## config.mk

```make
export PLATFORM = sky130hd
export DESIGN_NAME = uart_rx_timing
export DESIGN_NICKNAME = d
export VERILOG_FILES = /design/src/rtl/uart_rx_pkg.sv /design/src/rtl/uart_rx_data_sampling.sv /design/src/rtl/uart_rx_timing.sv
export SDC_FILE = /design/constraint.sdc
export NUM_CORES = 1
export LEC_CHECK = 0
export BUFFER_PORTS_ARGS = -buffer_cell sky130_fd_sc_hd__buf_2
export CORE_MARGIN = 3
export CORE_UTILIZATION = 50
export DETAILED_ROUTE_END_ITERATION = 10
export PLACE_DENSITY = 0.78
export SETUP_SLACK_MARGIN = 0.05
export SYNTH_ARGS = -nofsm -noshare
export SYNTH_HDL_FRONTEND = slang
export SYNTH_SLANG_ARGS = --single-unit
```

## constraint.sdc

```tcl
create_clock -name clk -period 3.7 [get_ports clk]
set_input_delay 0.555 -clock clk [delete_from_list [all_inputs] [get_ports clk]]
set_output_delay 0.555 -clock clk [all_outputs]
set_load 0.05 [all_outputs]
```

## src/rtl/uart_rx_pkg.sv

```systemverilog
// Shared constants and helpers for the UART receive bit-timing slice.
// Legal oversampling ratios, counter widths and the 3-input majority vote.
package uart_rx_pkg;

    localparam int PRESCALE_W = 6;
    localparam int EDGE_W     = 5;
    localparam int BIT_W      = 4;

    localparam logic [PRESCALE_W-1:0] PRESCALE_8       = 6'd8;
    localparam logic [PRESCALE_W-1:0] PRESCALE_16      = 6'd16;
    localparam logic [PRESCALE_W-1:0] PRESCALE_32      = 6'd32;
    localparam logic [PRESCALE_W-1:0] DEFAULT_PRESCALE = PRESCALE_8;

    localparam logic [BIT_W-1:0] BIT_START = 4'd1;
    localparam logic [BIT_W-1:0] BIT_MAX   = 4'd15;

    function automatic logic maj3(input logic a, input logic b, input logic c);
        return (a & b) | (a & c) | (b & c);
    endfunction

    function automatic logic prescale_legal(input logic [PRESCALE_W-1:0] p);
        return (p == PRESCALE_8) || (p == PRESCALE_16) || (p == PRESCALE_32);
    endfunction

endpackage

```

## src/rtl/uart_rx_data_sampling.sv

```systemverilog
// Mid-bit 3-sample majority vote; sampled_bit/sample_valid appear at edge half+2.
// Latency: vote registered at edge half+1; no backpressure, strobe is fire-and-forget.
module uart_rx_data_sampling
    import uart_rx_pkg::*;
(
    input  logic              clk,
    input  logic              rst,
    input  logic              rx,
    input  logic              counter_enable,
    input  logic              data_sample_en,
    input  logic [EDGE_W-1:0] edge_count,
    input  logic [EDGE_W-1:0] half,
    output logic              sampled_bit,
    output logic              sample_valid
);

    logic              r_s0;
    logic              r_s1;
    logic              r_v0;
    logic              r_v1;
    logic              r_sampled_bit;
    logic              r_sample_valid;
    logic [EDGE_W-1:0] w_half_m1;
    logic [EDGE_W-1:0] w_half_p1;

    assign w_half_m1 = half - 1'b1;
    assign w_half_p1 = half + 1'b1;

    // r_v0/r_v1 remember that the sampling window was enabled, so a gap in
    // data_sample_en at any of the three edges suppresses the strobe.
    always_ff @(posedge clk) begin
        if (rst) begin
            r_s0           <= 1'b0;
            r_s1           <= 1'b0;
            r_v0           <= 1'b0;
            r_v1           <= 1'b0;
            r_sampled_bit  <= 1'b1;
            r_sample_valid <= 1'b0;
        end else begin
            r_sample_valid <= 1'b0;
            if (!counter_enable || edge_count == '0) begin
                r_s0 <= 1'b0;
                r_s1 <= 1'b0;
                r_v0 <= 1'b0;
                r_v1 <= 1'b0;
            end else begin
                if (edge_count == w_half_m1) begin
                    r_s0 <= rx;
                    r_v0 <= data_sample_en;
                end
                if (edge_count == half) begin
                    r_s1 <= rx;
                    r_v1 <= data_sample_en;
                end
                if (edge_count == w_half_p1 && data_sample_en && r_v0 && r_v1) begin
                    r_sampled_bit  <= maj3(r_s0, r_s1, rx);
                    r_sample_valid <= 1'b1;
                end
            end
        end
    end

    assign sampled_bit  = r_sampled_bit;
    assign sample_valid = r_sample_valid;

endmodule

```

## src/rtl/uart_rx_timing.sv

```systemverilog
// UART RX bit timing: prescale capture, edge/bit counters, majority-vote sampler.
// Counters update every cycle, sample strobe at edge half+2, no backpressure; UART_RX_SYNC_EN adds a 2-flop RX synchronizer.
module uart_rx_timing
    import uart_rx_pkg::*;
(
    input  logic                  clk,
    input  logic                  rst,
    input  logic                  RX_IN,
    input  logic [PRESCALE_W-1:0] Prescale,
    input  logic                  counter_enable,
    input  logic                  data_sample_en,
    output logic [EDGE_W-1:0]     edge_count,
    output logic [BIT_W-1:0]      bit_count,
    output logic                  sampled_bit,
    output logic                  sample_valid,
    output logic                  prescale_err
);

    logic [PRESCALE_W-1:0] r_prescale_q;
    logic                  r_prescale_err;
    logic [EDGE_W-1:0]     r_edge_count;
    logic [BIT_W-1:0]      r_bit_count;
    logic                  w_rx;
    logic                  w_wrap;
    logic [EDGE_W-1:0]     w_half;

`ifdef UART_RX_SYNC_EN
    logic r_rx_meta;
    logic r_rx_sync;

    always_ff @(posedge clk) begin
        if (rst) begin
            r_rx_meta <= 1'b1;
            r_rx_sync <= 1'b1;
        end else begin
            r_rx_meta <= RX_IN;
            r_rx_sync <= r_rx_meta;
        end
    end

    assign w_rx = r_rx_sync;
`else
    assign w_rx = RX_IN;
`endif

    assign w_wrap = ({1'b0, r_edge_count} == (r_prescale_q - 1'b1));
    assign w_half = r_prescale_q[PRESCALE_W-1:1];

    // Prescale is only sampled between frames so a frame keeps one bit period.
    always_ff @(posedge clk) begin
        if (rst) begin
            r_prescale_q   <= DEFAULT_PRESCALE;
            r_prescale_err <= 1'b0;
        end else if (!counter_enable) begin
            if (prescale_legal(Prescale)) begin
                r_prescale_q   <= Prescale;
                r_prescale_err <= 1'b0;
            end else begin
                r_prescale_q   <= DEFAULT_PRESCALE;
                r_prescale_err <= 1'b1;
            end
        end
    end

    always_ff @(posedge clk) begin
        if (rst) begin
            r_edge_count <= '0;
            r_bit_count  <= BIT_START;
        end else if (!counter_enable) begin
            r_edge_count <= '0;
            r_bit_count  <= BIT_START;
        end else if (w_wrap) begin
            r_edge_count <= '0;
            if (r_bit_count != BIT_MAX) begin
                r_bit_count <= r_bit_count + 1'b1;
            end
        end else begin
            r_edge_count <= r_edge_count + 1'b1;
        end
    end

    uart_rx_data_sampling u_sampling (
        .clk            (clk),
        .rst            (rst),
        .rx             (w_rx),
        .counter_enable (counter_enable),
        .data_sample_en (data_sample_en),
        .edge_count     (r_edge_count),
        .half           (w_half),
        .sampled_bit    (sampled_bit),
        .sample_valid   (sample_valid)
    );

    assign edge_count   = r_edge_count;
    assign bit_count    = r_bit_count;
    assign prescale_err = r_prescale_err;

endmodule

```

Word level (Yosys, flattened, before mapping)
Index checks and enable logic that the tools add are counted.
{"block": "totals", "elab_cells": 46, "inputBits": 11, "latchBits": 0, "output_inout_bits": 12, "mem_bits_rw": 0, "rom_bits": 0, "n_memories": 0, "ff_bits": 22}
{"block": "classes", "reduce_logical": 13, "mux": 3, "n_mul": 0, "addsub": 5, "shifts": 0, "n_lt_le_gt_ge": 0, "div": 0, "n_eq_ne": 8, "bitwise": 7}
{"op": "5-bit equality test", "count": 3}
{"op": "5-bit by 1-bit adder with 5-bit output (second input constant)", "count": 2}
{"op": "5-bit by 6-bit equality test with 1-bit output", "count": 1}
{"op": "6-bit by 4-bit equality test with 1-bit output (second input constant)", "count": 1}
{"op": "6-bit by 5-bit equality test with 1-bit output (second input constant)", "count": 1}
{"op": "6-bit equality test (second input constant)", "count": 1}
{"op": "6-bit 2-to-1 mux", "count": 1}
{"op": "6-bit by 1-bit subtractor with 6-bit output (second input constant)", "count": 1}
{"op": "5-bit logical NOT", "count": 1}
{"op": "5-bit by 1-bit subtractor with 5-bit output (second input constant)", "count": 1}
{"op": "4-bit by 1-bit adder with 4-bit output (second input constant)", "count": 1}
{"op": "4-bit inequality test (second input constant)", "count": 1}
{"op": "2-bit AND reduction", "count": 2}
{"op": "2-bit OR reduction", "count": 2}
{"op": "1-bit AND", "count": 3}
{"op": "1-bit logical AND", "count": 3}
{"op": "1-bit logical OR", "count": 3}
{"op": "3-bit OR reduction", "count": 1}
{"op": "1-bit 2-to-1 mux", "count": 2}
{"op": "1-bit inverter", "count": 2}
{"op": "1-bit OR", "count": 2}
{"op": "1-bit logical NOT", "count": 1}

Longest topological paths before layout
{"block": "depth", "depth_word": 6, "depth_mapped": 8, "mapped_depth_nobuf": 7}

By module
From an unflattened synthesis, not the netlist that was laid out.
{"block": "hier_totals", "cells_unflattened": 149, "hier_area_um2": 1333.8}
{"module": "uart_rx_timing", "seq_area_each_um2": 320.3, "n_inst": 1, "area_per_inst_um2": 835.8, "cells_each": 92}
{"module": "uart_rx_data_sampling", "seq_area_each_um2": 120.1, "n_inst": 1, "area_per_inst_um2": 498.0, "cells_each": 57}

Worst setup path before layout
No wires, ideal clock.
{"block": "synth_timing", "path_type": "register to register", "startpoint": "register r_edge_count[2] (netlist: edge_count[2])", "endpoint": "register r_bit_count[2] (netlist: bit_count[2])", "required_time_ns": 3.581, "slack_ns": 1.371, "arrival_time_ns": 2.210, "setup_ns": 0.119, "n_path_buf": 1, "path_stages_with_launch": 7, "period_less_slack_ns": 2.329, "path_cell_list": "dfxtp_1 > buf_6 > and2_4 > a211oi_1 > o31a_4 > or4_4 > o221a_1"}
{"block": "synth_via", "elab_chain_cells": 2}
{"item": "start: declaration", "line_no": "uart_rx_timing.sv:21", "text": "logic [EDGE_W-1:0] r_edge_count;"}
{"item": "start signal: assignment", "line_no": "uart_rx_timing.sv:78", "text": "r_edge_count <= r_edge_count + 1'b1;"}
{"item": "5-bit by 6-bit equality test with 1-bit output", "line_no": "uart_rx_timing.sv:46", "text": "assign w_wrap = ({1'b0, r_edge_count} == (r_prescale_q - 1'b1));"}
{"item": "2-bit AND reduction (no line)"}
{"item": "end signal: assignment", "line_no": "uart_rx_timing.sv:75", "text": "r_bit_count <= r_bit_count + 1'b1;"}
{"item": "end: declaration", "line_no": "uart_rx_timing.sv:22", "text": "logic [BIT_W-1:0] r_bit_count;"}
No other way between the ends.
A chain may end at the register's enable or synchronous reset.

Worst setup path after layout
{"block": "layout_timing", "startpoint": "register r_prescale_q[1]", "endpoint": "register r_bit_count[2] (netlist: bit_count[2])"}
{"block": "layout_via", "elab_chain_cells": 3}
{"item": "start: declaration", "line_no": "uart_rx_timing.sv:19", "text": "logic [PRESCALE_W-1:0] r_prescale_q;"}
{"item": "start signal: assignment", "line_no": "uart_rx_timing.sv:56", "text": "r_prescale_q <= Prescale;"}
{"item": "6-bit by 1-bit subtractor with 6-bit output", "line_no": "uart_rx_timing.sv:46"}
{"item": "5-bit by 6-bit equality test with 1-bit output", "line_no": "uart_rx_timing.sv:46"}
{"item": "2-bit AND reduction (no line)"}
No other way between the ends.

==> out/metrics.yaml <==
status: "finished, final reports clean"
finClkSkew_ns: 0.004836
synth_nets: 164
cts.path.max_buffers: 2
die_w_um: 57.63
critPathMaxFanout: 8
placedCellCount: 191
ys_warn_count: 0
cts_max_level: 1
crit_arrival_ns: 2.57
synth_cell_types: 44
grt_pass1_wl_mm: 4.602
powerDensity_mw_per_mm2: 263.3
setup_viol: 0
ir_drop_mv: 0.1611
startpoint_type: "flip-flop"
clock-root-buffer: "clkbuf_4"
num_io_pins: 23
cts_sinks: 22
ys_seq_area_frac: 0.3305
worstMarginPinSlew_ns: 0.7281
multi_input_area_sq_um: 829.5
synth_edf_count: 0
dr.pass1.iters: 4
gr-usage-met2: 0.3113
worstHoldPathType: "input port to flip-flop"
synthArstFlopShare: 0
relSlewSlack: 0.5136
cts_resized: 0
syn2layout_area_growth_pct: 10.05
io_buffers: 22
cts_hold_buf: 0
vias: 1100
top_usage_layer: "met2"
end_kind: "flip-flop"
drc: 0
place_area_sq_mm: 0.001444
ant_nets: 0
cts_setup_buffers: 0
slew_violations: 0
fillCellCount: 219
initialDrtViolationCount: 20
final_hold_viol_count: 0
fin_nets: 184
worstSkewPairLatency_ns: 0.31
fmax_ghz: 0.4241
timing.final.crit_period_ns: 2.358
core_sq_mm: 0.002500
finish.instance_area_sq_mm: 0.001466
critPathRequiredTime_ns: 3.91
p_leak_nw: 0.5952
grt_use_met1: 0.2072
synth_top_flop_cell: "dfxtp_1"
drv_cap: 0
drive_gt1_frac: 0.2012
gr-total-overflow: 0
rsz0062_at_grt: "false"
path_clk_slew_ns: 0.11
fin_ws_ns: 1.342
antennaDiodeCount: 0
layout.cells.non_filler: 194
synth_seq_cells: 22
rows: 18
layout_common_cells: "22 x dfxtp_1, 22 x buf_2, 16 x nor2_1, 13 x xnor2_1"
criticalPathCategory: "flip-flop to flip-flop"
track_usage: 0.1784
dieHeight_um: 57.63
synthesis.area_sq_mm: 0.001333
dp_hpwl_mm: 2.059
start_util: 0.5330
antenna_found_initial: 0
register_area_sq_um: 440.4
wirelength_mm: 2.603
place_ws_ns: 1.364
met3_usage: 0.03341
cts_tree: "built"
fin_crit_sh: 0.6373
vias_per_cell: 5.670
synthCells: 146
wl_per_cell_um: 13.42
globalplace.congestion: 0.8530
syn_area_per_cell_sq_um: 9.127
dieArea_sq_mm: 0.003321
grt_max_degree: 12
tns_ns: 0
grt_pass1_vias: 1091
holdWs_ns: 0.4734
cts_buffers: 3
-- cell families after synthesis --
kind of cell	Yosys count	synth area share
xor gates and xnor gates	21	0.1493
AOI/OAI and AO/OA	17	0.1052
buffers and inverters	14	0.04694
DFF	22	0.3305
muxes	6	0.04507
and+or+nand+nor	58	0.2498
adders and majority gates	8	0.07324
-- cell usage after synthesis, drive strengths merged (3+ instances only) --
| library cell | number | area, sq um |
|---|---|---|
| o21ai | 3 | 15.01 |
| nand2b | 3 | 18.77 |
| nand4 | 3 | 18.77 |
| nor3 | 4 | 20.02 |
| nand3 | 7 | 35.03 |
| inv | 7 | 26.28 |
| ha | 7 | 87.58 |
| dfxtp | 22 | 440.4 |
| xnor2 | 13 | 113.9 |
| mux2i | 6 | 60.06 |
| nor2 | 16 | 60.06 |
| and2 | 4 | 27.53 |
| xor2 | 7 | 61.31 |
| clkbuf | 5 | 20.01 |
| nand2 | 3 | 11.26 |
-- where the power goes --
group          switching [mW]  leakage (nW)  total, mW  internal [mW]
Clock                  0.0699        0.0138      0.108         0.0382
Sequential            0.00341         0.178      0.242          0.239
Combinational          0.0218         0.404     0.0358         0.0140
Total                  0.0951         0.595      0.386          0.291
-- registers in the layout, summed over array words and instances, names as in the netlist --
signal,count
bit_count,4
edge_count,5
prescale_err,1
r_prescale_q,6
u_sampling.r_s0,1
u_sampling.r_s1,1
u_sampling.r_v0,1
u_sampling.r_v1,1
u_sampling.sample_valid,1
u_sampling.sampled_bit,1
-- critical path, cell delays in order (launching register included) --
cell and delay (ns):
dfxtp_1 0.45, inv_1 0.12, ha_1 0.21, and2_4 0.17
o21a_1 0.18, o31a_4 0.31, or4_4 0.55, o221a_1 0.27
-- routing by layer --
metal  vias to the layer above  share of wire
li1                        545              -
met1                       520           0.47
met2                        29           0.47
met3                         6          0.042
met4                         0          0.021
met5                         -              0
-- final timing paths --
check	slack (ns)	end	cells past startpoint	from
setup / recovery	1.34	bit_count[2]	7	r_prescale_q[1]
hold / removal	0.47	prescale_err	2	rst
setup reg to reg	1.34	bit_count[2]	7	r_prescale_q[1]
hold reg to reg	0.51	prescale_err	2	prescale_err
-- area by class of cell --
type                    count  area share
multi-input cells         110      0.5657
repair buffers             22     0.07509
flip-flops and latches     22      0.3003
well taps                  30     0.02560
inverters                   7     0.01792
clock buffers               3     0.01536
-- per-stage QoR --
step / util / power, mW
2_1_floorplan: - / 0.2706
3_3_place_gp: 0.5776 / 0.2824
3_5_place_dp: 0.5776 / 0.2839
4_1_cts: 0.5866 / 0.3894
5_1_grt: 0.5866 / 0.4032
6_report: 0.5866 / 0.3861
Note: power is estimated with default switching activity, not from simulation.
